### src/rtl/ahb_slave_if_mc_if.sv
// rtl/ahb_slave_if_mc_if.sv - AHB-Lite slave front-end bus bundle
interface ahb_slave_if_mc_if #(
  parameter int ADDR_W     = 32,
  parameter int DATA_W     = 32,
  parameter int N_SEL      = 3,
  parameter int PIPE_DEPTH = 2
);
  logic                         hwrite;
  logic                         hreadyin;
  logic [1:0]                   htrans;
  logic [ADDR_W-1:0]            haddr;
  logic [DATA_W-1:0]            hwdata;
  logic [DATA_W-1:0]            prdata;
  logic                         bridge_ready;
  logic [DATA_W-1:0]            hrdata;
  logic                         hreadyout;
  logic [1:0]                   hresp;
  logic [PIPE_DEPTH*ADDR_W-1:0] haddr_pipe;
  logic [PIPE_DEPTH*DATA_W-1:0] hwdata_pipe;
  logic [PIPE_DEPTH-1:0]        hwrite_pipe;
  logic                         valid;
  logic [N_SEL-1:0]             temp_selx;

  modport slave (
    input  hwrite, hreadyin, htrans, haddr, hwdata, prdata, bridge_ready,
    output hrdata, hreadyout, hresp, haddr_pipe, hwdata_pipe, hwrite_pipe, valid, temp_selx
  );

  modport master (
    output hwrite, hreadyin, htrans, haddr, hwdata, prdata, bridge_ready,
    input  hrdata, hreadyout, hresp, haddr_pipe, hwdata_pipe, hwrite_pipe, valid, temp_selx
  );
endinterface

### src/rtl/ahb_slave_if_mc.sv
// rtl/ahb_slave_if_mc.sv - AHB-Lite slave front end: region decode, pipelines, ERROR response
// Optional transfer/error counters are built when AHB_IF_STATS_EN is defined.
module ahb_slave_if_mc #(
  parameter int                ADDR_W      = 32,
  parameter int                DATA_W      = 32,
  parameter int                N_SEL       = 3,
  parameter logic [ADDR_W-1:0] BASE_ADDR   = 32'h8000_0000,
  parameter int                REGION_LOG2 = 26,
  parameter int                PIPE_DEPTH  = 2
) (
  input  logic              hclk,
  input  logic              hreset,
  ahb_slave_if_mc_if.slave  bus
`ifdef AHB_IF_STATS_EN
  ,
  output logic [15:0]       xfer_cnt,
  output logic [15:0]       err_cnt
`endif
);

  typedef enum logic [1:0] {S_IDLE, S_ERR1, S_ERR2} state_t;

  state_t                       state_q, state_d;
  logic [ADDR_W:0]              off;
  logic [ADDR_W:0]              region;
  logic                         mapped;
  logic                         active;
  logic [N_SEL-1:0]             sel;
  logic                         valid_c;
  logic                         hreadyout_c;
  logic [1:0]                   hresp_c;
  logic [PIPE_DEPTH*ADDR_W-1:0] addr_pipe;
  logic [PIPE_DEPTH*DATA_W-1:0] wdata_pipe;
  logic [PIPE_DEPTH-1:0]        write_pipe;

  // One extra bit keeps addresses below BASE_ADDR from aliasing into a region.
  assign off    = {1'b0, bus.haddr} - {1'b0, BASE_ADDR};
  assign region = off >> REGION_LOG2;
  assign mapped = (bus.haddr >= BASE_ADDR) && (region < (ADDR_W+1)'(N_SEL));
  assign active = bus.hreadyin && bus.htrans[1];

  always_comb begin
    sel = '0;
    for (int i = 0; i < N_SEL; i++) begin
      sel[i] = mapped && (region == (ADDR_W+1)'(i));
    end
  end

  always_ff @(posedge hclk) begin
    if (hreset) begin
      state_q <= S_IDLE;
    end else begin
      state_q <= state_d;
    end
  end

  always_comb begin
    state_d     = state_q;
    hresp_c     = 2'b00;
    hreadyout_c = 1'b1;
    valid_c     = 1'b0;
    case (state_q)
      S_IDLE: begin
        hreadyout_c = bus.bridge_ready;
        valid_c     = active && mapped;
        // The error path does not wait for the bridge to be ready.
        if (active && !mapped) begin
          state_d = S_ERR1;
        end
      end
      S_ERR1: begin
        hresp_c     = 2'b01;
        hreadyout_c = 1'b0;
        state_d     = S_ERR2;
      end
      S_ERR2: begin
        hresp_c     = 2'b01;
        hreadyout_c = 1'b1;
        state_d     = S_IDLE;
      end
      default: begin
        state_d = S_IDLE;
      end
    endcase
  end

  always_ff @(posedge hclk) begin
    if (hreset) begin
      addr_pipe  <= '0;
      wdata_pipe <= '0;
      write_pipe <= '0;
    end else begin
      addr_pipe[ADDR_W-1:0]  <= bus.haddr;
      wdata_pipe[DATA_W-1:0] <= bus.hwdata;
      write_pipe[0]          <= bus.hwrite;
      for (int k = 1; k < PIPE_DEPTH; k++) begin
        addr_pipe[k*ADDR_W +: ADDR_W]  <= addr_pipe[(k-1)*ADDR_W +: ADDR_W];
        wdata_pipe[k*DATA_W +: DATA_W] <= wdata_pipe[(k-1)*DATA_W +: DATA_W];
        write_pipe[k]                  <= write_pipe[k-1];
      end
    end
  end

  assign bus.hrdata      = bus.prdata;
  assign bus.hreadyout   = hreadyout_c;
  assign bus.hresp       = hresp_c;
  assign bus.valid       = valid_c;
  assign bus.temp_selx   = sel;
  assign bus.haddr_pipe  = addr_pipe;
  assign bus.hwdata_pipe = wdata_pipe;
  assign bus.hwrite_pipe = write_pipe;

`ifdef AHB_IF_STATS_EN
  logic err_start;
  assign err_start = (state_q == S_IDLE) && (state_d == S_ERR1);

  always_ff @(posedge hclk) begin
    if (hreset) begin
      xfer_cnt <= '0;
      err_cnt  <= '0;
    end else begin
      if (valid_c && (xfer_cnt != 16'hFFFF)) begin
        xfer_cnt <= xfer_cnt + 16'd1;
      end
      if (err_start && (err_cnt != 16'hFFFF)) begin
        err_cnt <= err_cnt + 16'd1;
      end
    end
  end
`endif

endmodule

### src/flat_wrapper.sv
// flat-port wrapper written by rule: the top's interface ports become plain ports
module ahb_slave_if_mc_flat 
#(
  parameter int                ADDR_W      = 32,
  parameter int                DATA_W      = 32,
  parameter int                N_SEL       = 3,
  parameter logic [ADDR_W-1:0] BASE_ADDR   = 32'h8000_0000,
  parameter int                REGION_LOG2 = 26,
  parameter int                PIPE_DEPTH  = 2
)
  (hclk, hreset, bus_hwrite, bus_hreadyin, bus_htrans, bus_haddr, bus_hwdata, bus_prdata, bus_bridge_ready, bus_hrdata, bus_hreadyout, bus_hresp, bus_haddr_pipe, bus_hwdata_pipe, bus_hwrite_pipe, bus_valid, bus_temp_selx);
  ahb_slave_if_mc_if #(.ADDR_W(ADDR_W), .DATA_W(DATA_W), .N_SEL(N_SEL), .PIPE_DEPTH(PIPE_DEPTH)) bus_i ();
  input  logic hclk;
  input  logic hreset;
  input wire logic [$bits(bus_i.hwrite)-1:0] bus_hwrite;
  input wire logic [$bits(bus_i.hreadyin)-1:0] bus_hreadyin;
  input wire logic [$bits(bus_i.htrans)-1:0] bus_htrans;
  input wire logic [$bits(bus_i.haddr)-1:0] bus_haddr;
  input wire logic [$bits(bus_i.hwdata)-1:0] bus_hwdata;
  input wire logic [$bits(bus_i.prdata)-1:0] bus_prdata;
  input wire logic [$bits(bus_i.bridge_ready)-1:0] bus_bridge_ready;
  output wire logic [$bits(bus_i.hrdata)-1:0] bus_hrdata;
  output wire logic [$bits(bus_i.hreadyout)-1:0] bus_hreadyout;
  output wire logic [$bits(bus_i.hresp)-1:0] bus_hresp;
  output wire logic [$bits(bus_i.haddr_pipe)-1:0] bus_haddr_pipe;
  output wire logic [$bits(bus_i.hwdata_pipe)-1:0] bus_hwdata_pipe;
  output wire logic [$bits(bus_i.hwrite_pipe)-1:0] bus_hwrite_pipe;
  output wire logic [$bits(bus_i.valid)-1:0] bus_valid;
  output wire logic [$bits(bus_i.temp_selx)-1:0] bus_temp_selx;
  assign bus_i.hwrite = bus_hwrite;
  assign bus_i.hreadyin = bus_hreadyin;
  assign bus_i.htrans = bus_htrans;
  assign bus_i.haddr = bus_haddr;
  assign bus_i.hwdata = bus_hwdata;
  assign bus_i.prdata = bus_prdata;
  assign bus_i.bridge_ready = bus_bridge_ready;
  assign bus_hrdata = bus_i.hrdata;
  assign bus_hreadyout = bus_i.hreadyout;
  assign bus_hresp = bus_i.hresp;
  assign bus_haddr_pipe = bus_i.haddr_pipe;
  assign bus_hwdata_pipe = bus_i.hwdata_pipe;
  assign bus_hwrite_pipe = bus_i.hwrite_pipe;
  assign bus_valid = bus_i.valid;
  assign bus_temp_selx = bus_i.temp_selx;
  ahb_slave_if_mc #(.ADDR_W(ADDR_W), .DATA_W(DATA_W), .N_SEL(N_SEL), .BASE_ADDR(BASE_ADDR), .REGION_LOG2(REGION_LOG2), .PIPE_DEPTH(PIPE_DEPTH)) u_core (.hclk(hclk), .hreset(hreset), .bus(bus_i));
endmodule
### config.mk
export PLATFORM = sky130hd
export DESIGN_NAME = ahb_slave_if_mc_flat
export DESIGN_NICKNAME = d
export VERILOG_FILES = /design/src/rtl/ahb_slave_if_mc_if.sv /design/src/rtl/ahb_slave_if_mc.sv /design/src/flat_wrapper.sv
export SDC_FILE = /design/constraint.sdc
export NUM_CORES = 1
export LEC_CHECK = 0
export BUFFER_PORTS_ARGS = -buffer_cell sky130_fd_sc_hd__buf_4
export CAP_MARGIN = 20
export CORE_AREA = 4 4 105 107
export CTS_BUF_LIST = sky130_fd_sc_hd__clkbuf_8
export DETAILED_ROUTE_END_ITERATION = 10
export DIE_AREA = 0 0 109 111
export GPL_ROUTABILITY_DRIVEN = 0
export GPL_TIMING_DRIVEN = 0
export PLACE_DENSITY = 0.8
export SKIP_LAST_GASP = 1
export SYNTH_ARGS = -nofsm -noshare
export SYNTH_HDL_FRONTEND = slang
export SYNTH_SLANG_ARGS = --single-unit
### constraint.sdc
create_clock -name hclk -period 4.33 [get_ports hclk]
set_input_delay 0.866 -clock hclk [delete_from_list [all_inputs] [get_ports hclk]]
set_output_delay 0.866 -clock hclk [all_outputs]
set_load 0.03 [all_outputs]
; ---- Word level (Yosys, flattened, before mapping)
; Index checks and enable logic that the tools add are counted.
[op_classes]
order_cmp = 2
n_reduce_logical = 11
eq_ne = 5
n_mux = 5
add_sub_neg = 1
[ops]
columns = operator, n
row1 = 33-bit logical NOT, 1
row2 = 32-bit by 32-bit subtractor with 33-bit output (second input constant), 1
row3 = 32-bit >= comparator (second input constant), 1
row4 = 7-bit by 1-bit == test with 1-bit output (second input constant), 1
row5 = 7-bit by 2-bit == test with 1-bit output (second input constant), 1
row6 = 1-bit logical AND, 7
row7 = 7-bit by 2-bit less-than comparator with 1-bit output (second input constant), 1
row8 = 2-bit one-hot mux with 2 select lines, 1
row9 = 2-bit by 1-bit == test with 1-bit output (second input constant), 1
row10 = 2-bit == test (second input constant), 1
row11 = 2-bit logical NOT, 1
row12 = 1-bit 2-to-1 mux, 2
row13 = 2-bit 2-to-1 mux, 1
row14 = 2-bit by 1-bit inequality test with 1-bit output (second input constant), 1
row15 = 1-bit one-hot mux with 2 select lines, 1
row16 = 2-bit OR reduction, 1
row17 = 1-bit logical NOT, 1
[word_totals]
output_inout_bits = 169
regBits = 132
wordCells = 28

; ---- Depth between registers and ports, before layout
[logic_depth]
depth_word = 7
ltp_mapped = 5
mapped_depth_nobuf = 5

; ---- Least setup slack after synthesis
; OpenSTA, ideal clock, no wires.
[synth_path]
kind = in2out
from = input bus_haddr[30]
to = output bus_temp_selx[1]
slack_ps = 1188
cell_stages = 3
arrival_ps = 2276
path_buffers = 1
cell_sequence = or4b_1 buf_2 nor3b_1
[synth_via]
elab_chain_len = 4
[synth_rtl]
columns = item, line
row1 = "start, declared", flat_wrapper.sv:18  ; input wire logic [$bits(bus_i.haddr)-1:0] bus_haddr;
row2 = 32-bit by 32-bit subtractor with 33-bit output, ahb_slave_if_mc.sv:37  ; assign off = {1'b0, bus.haddr} - {1'b0, BASE_ADDR};
row3 = 7-bit by 2-bit less-than comparator with 1-bit output, ahb_slave_if_mc.sv:39  ; assign mapped = (bus.haddr >= BASE_ADDR) && (region < (ADDR_W+1)'(N_SEL));
row4 = 1-bit logical AND, ahb_slave_if_mc.sv:39
row5 = 1-bit logical AND *, ahb_slave_if_mc.sv:45  ; sel[i] = mapped && (region == (ADDR_W+1)'(i));
row6 = "end, declared", flat_wrapper.sv:29  ; output wire logic [$bits(bus_i.temp_selx)-1:0] bus_temp_selx;
; Every way passes the cells marked *; elsewhere a longest branch is shown, timed or not.

; ---- Worst setup path in the final report
; Ends and elaborated chain as after synthesis.

==> key figures <==
Global route
  – Antenna violations before repair: 0
  – Overall Global Routing Usage: 0.170
  – Pin count of the biggest net entering global routing: 17
  – Overflow left after global routing: 0
  – First-pass GRT wire length: about 16,000 µm
  – Vias in the first global route: approximately 3,100

Worst setup path
  – CP Launch Type: input pin
  – Crit. Startpoint: bus_haddr[30]
  – Worst reg2reg startpoint: u_core.state_q[1]$_SDFFE_PP0P_
  – Setup Crit Path Kind: in2out
  – Crit path top cell by count: buf_4
  – Worst path slowest cell: or4b_1
  – CP required: between 3000 and 4000 ps
  – CP max FO: 6
  – CP top delay family: simple AND/OR/NAND/NOR gates
  – Crit-path cells: buf_4 -> or4b_1 -> buf_2 -> nor3b_1 -> buf_4
  – CP peak stage delay: 510 ps
  – Worst EP arrival: ~2100 ps
  – WP buf/inv: 3
  – Worst setup EP type: primary output

Die
  – IO Pins: ~270
  – Die W: 109 µm
  – Die ar.: 0.0121 mm²
  – Die Y: 111 µm
  – Initial Utilization: 0.388
  – Core ar.: slightly above 0.01 mm²
  – Std-Cell Rows: 37

Flow run
  – Max cap viols: 0

Timing
  – Final critical-path share of the clock period: 0.680
  – Fin. Hold Viols: 0
  – Final Critical Period: 2950 ps
  – Final setup violation count: 0
  – Slew headroom: 0.638
  – RSZ-0062 raised after global routing: no
  – Top achievable clock speed: about 340 MHz
  – Setup tns final: 0 ps
  – Slew @ Worst Pin: roughly 540 ps
  – Skew final: 9.93 ps
  – Pins Over Slew Limit: 0

Route
  – DRC: 0
  – Final antenna-violating net count: 0
  – Final WL: approximately 10,000 µm
  – DR vias: a little over 3,000
  – DRT iter0 DRCs: 92
  – DR vias/cell: slightly above 4
  – Drt wl/cell: 14.2 µm
  – First-pass DRT Iterations: 4

Finish
  – Antenna cell count: 0
  – Layout cells sized above 1: 0.502
  – Leading cell types in the layout, fill and taps excluded: buf_4 (269), dfxtp_1 (132), nor2b_1 (130), clkbuf_8 (17), clkbuf_1 (14)
  – Final nets: 694
  – Post-Layout Cell Count: approximately 740
  – Commonest non-fill, non-tap cell in the layout: buf_4
  – Area growth from synthesis to layout: 60.5%
  – Final Instance Area: 0.00631 mm²
  – Fill count: a little over 800
  – Final core utilization: 0.622

Pwr
  – P_leak: 3.03 nW
  – Net switching power: approximately 0.74 mW
  – Maximum VDD drop: ~0.25 mV
  – Seq pwr share: 0.457
  – Combinational power share: 0.149
  – Power Internal: between 2 and 2.5 mW
  – Pwr dens: 449 mW/mm²
  – Switching fraction of total power: 0.263
  – Clock power share: 0.395

CTS
  – Clock root buffer: clkbuf_8
  – Clock sinks: 132
  – Clock buffer depth: 2
  – Max H-tree Level: 4
  – Num CTS Buffers: 17
  – CTS tree: done
  – Setup Buffers After CTS: 0
  – Resize count post-CTS: 0
  – Clk slew on worst S/H paths: around 80 ps
  – Clock Latency Late Sink: between 400 and 500 ps
  – # hold bufs at CTS: 0

Place
  – Placed cell area: 0.00587 mm²
  – Placed insts: about 700
  – Port Buffer Count: between 200 and 250
  – Post-DP HPWL: about 8400 µm

Synth
  – Sequential share of the synthesized area: 0.672
  – Ys Warns: 0
  – Syn Inst Count: 333
  – Syn avg cell area: 11.8 µm²
  – Synthesized cell area: roughly 0.0039 mm²
  – Flip-flop and latch count after synthesis: 132
  – Syn Nets: around 440
  – Post-synth cell types: 21

Worst hold path
  – Hold Startpoint: u_core.bus.haddr_pipe[30]$_SDFF_PP0_
  – Min-Delay Path Class: reg2reg

Run status
  – Status: completed
==> power by group through the flow <==
stage	sequential (mW)	clock, mW	combinational [mW]
floorplan	1.43	0	0.125
global placement	1.32	0	0.421
detailed placement	1.32	0	0.425
CTS	1.29	1.15	0.426
global route	1.30	1.20	0.444
finish	1.29	1.12	0.421
==> Yosys cell counts <==
cell | instances | area, µm²
nand3_1 | 1 | 5.00
buf_4 | 33 | 248
and2_1 | 1 | 6.26
ha_1 | 3 | 37.5
nand2_1 | 1 | 3.75
nor3_1 | 2 | 10.0
dfxtp_1 | 132 | 2640
nor3b_1 | 2 | 15.0
buf_2 | 1 | 5.00
a211oi_1 | 1 | 7.51
o211ai_1 | 1 | 7.51
clkbuf_1 | 14 | 52.6
nand2b_1 | 2 | 12.5
conb_1 | 1 | 3.75
or4b_1 | 1 | 10.0
inv_1 | 3 | 11.3
a311oi_2 | 1 | 15.0
and4_1 | 1 | 8.76
nor2b_1 | 130 | 813
mux2i_1 | 1 | 10.0
o21ai_0 | 1 | 5.00
==> state kept, by name (all words and copies together), names as in the netlist <==
signal and cells:
u_core.bus.haddr_pipe 64, u_core.bus.hwdata_pipe 64, u_core.bus.hwrite_pipe 2, u_core.state_q 2
==> logic make-up (layout without fill, tap and decap cells) <==
| family | after synthesis | count (layout) | synth area share |
|---|---|---|---|
| fa+ha+maj | 3 | 3 | 0.00955 |
| buf+inv | 51 | 319 | 0.0805 |
| mux | 1 | 1 | 0.00255 |
| flops | 132 | 132 | 0.672 |
| simple gates | 141 | 141 | 0.225 |
| compound gates | 4 | 4 | 0.00891 |
| other cells | 1 | 1 | 0.000954 |
==> per-stage QoR <==
step | power, mW | hold slack [ps] | setup WS [ps]
after floorplan | 1.56 | 452 | 1190
after global placement | 1.74 | 447 | 1420
after detailed placement | 1.75 | 451 | 1400
after CTS | 2.87 | 461 | 1380
after global routing | 2.95 | 476 | 1260
final | 2.83 | 453 | 1380
==> metal layers <==
| metal | wire (µm) | GRT usage | share of wire |
|---|---|---|---|
| met5 | 0 | 0 | 0 |
| met1 | 3800 | 0.173 | 0.36 |
| met3 | 1090 | 0.0699 | 0.10 |
| met4 | 227 | 0.0665 | 0.022 |
| met2 | 5370 | 0.301 | 0.51 |
==> cell type report <==
cell class              count  area (µm²)  area share
flip-flops and latches    132        2640       0.419
repair buffers            236        1770       0.281
multi-input cells         150         971       0.154
plain buffers              48         305      0.0484
clock buffers              17         234      0.0371
clock inverters            15         203      0.0321
well taps                 136         170      0.0270
inverters                   3        11.3     0.00179
==> path summary, 6_finish.rpt <==
check,to,slack [ps],depth (start not counted)
setup / recovery,bus_temp_selx[1],1380,5
hold reg to reg,u_core.bus.haddr_pipe[62]$_SDFF_PP0_,450,1
hold / removal,u_core.bus.haddr_pipe[62]$_SDFF_PP0_,450,1
setup reg to reg,u_core.state_q[1]$_SDFFE_PP0P_,3090,5
Power figures use the tool's default switching activity.
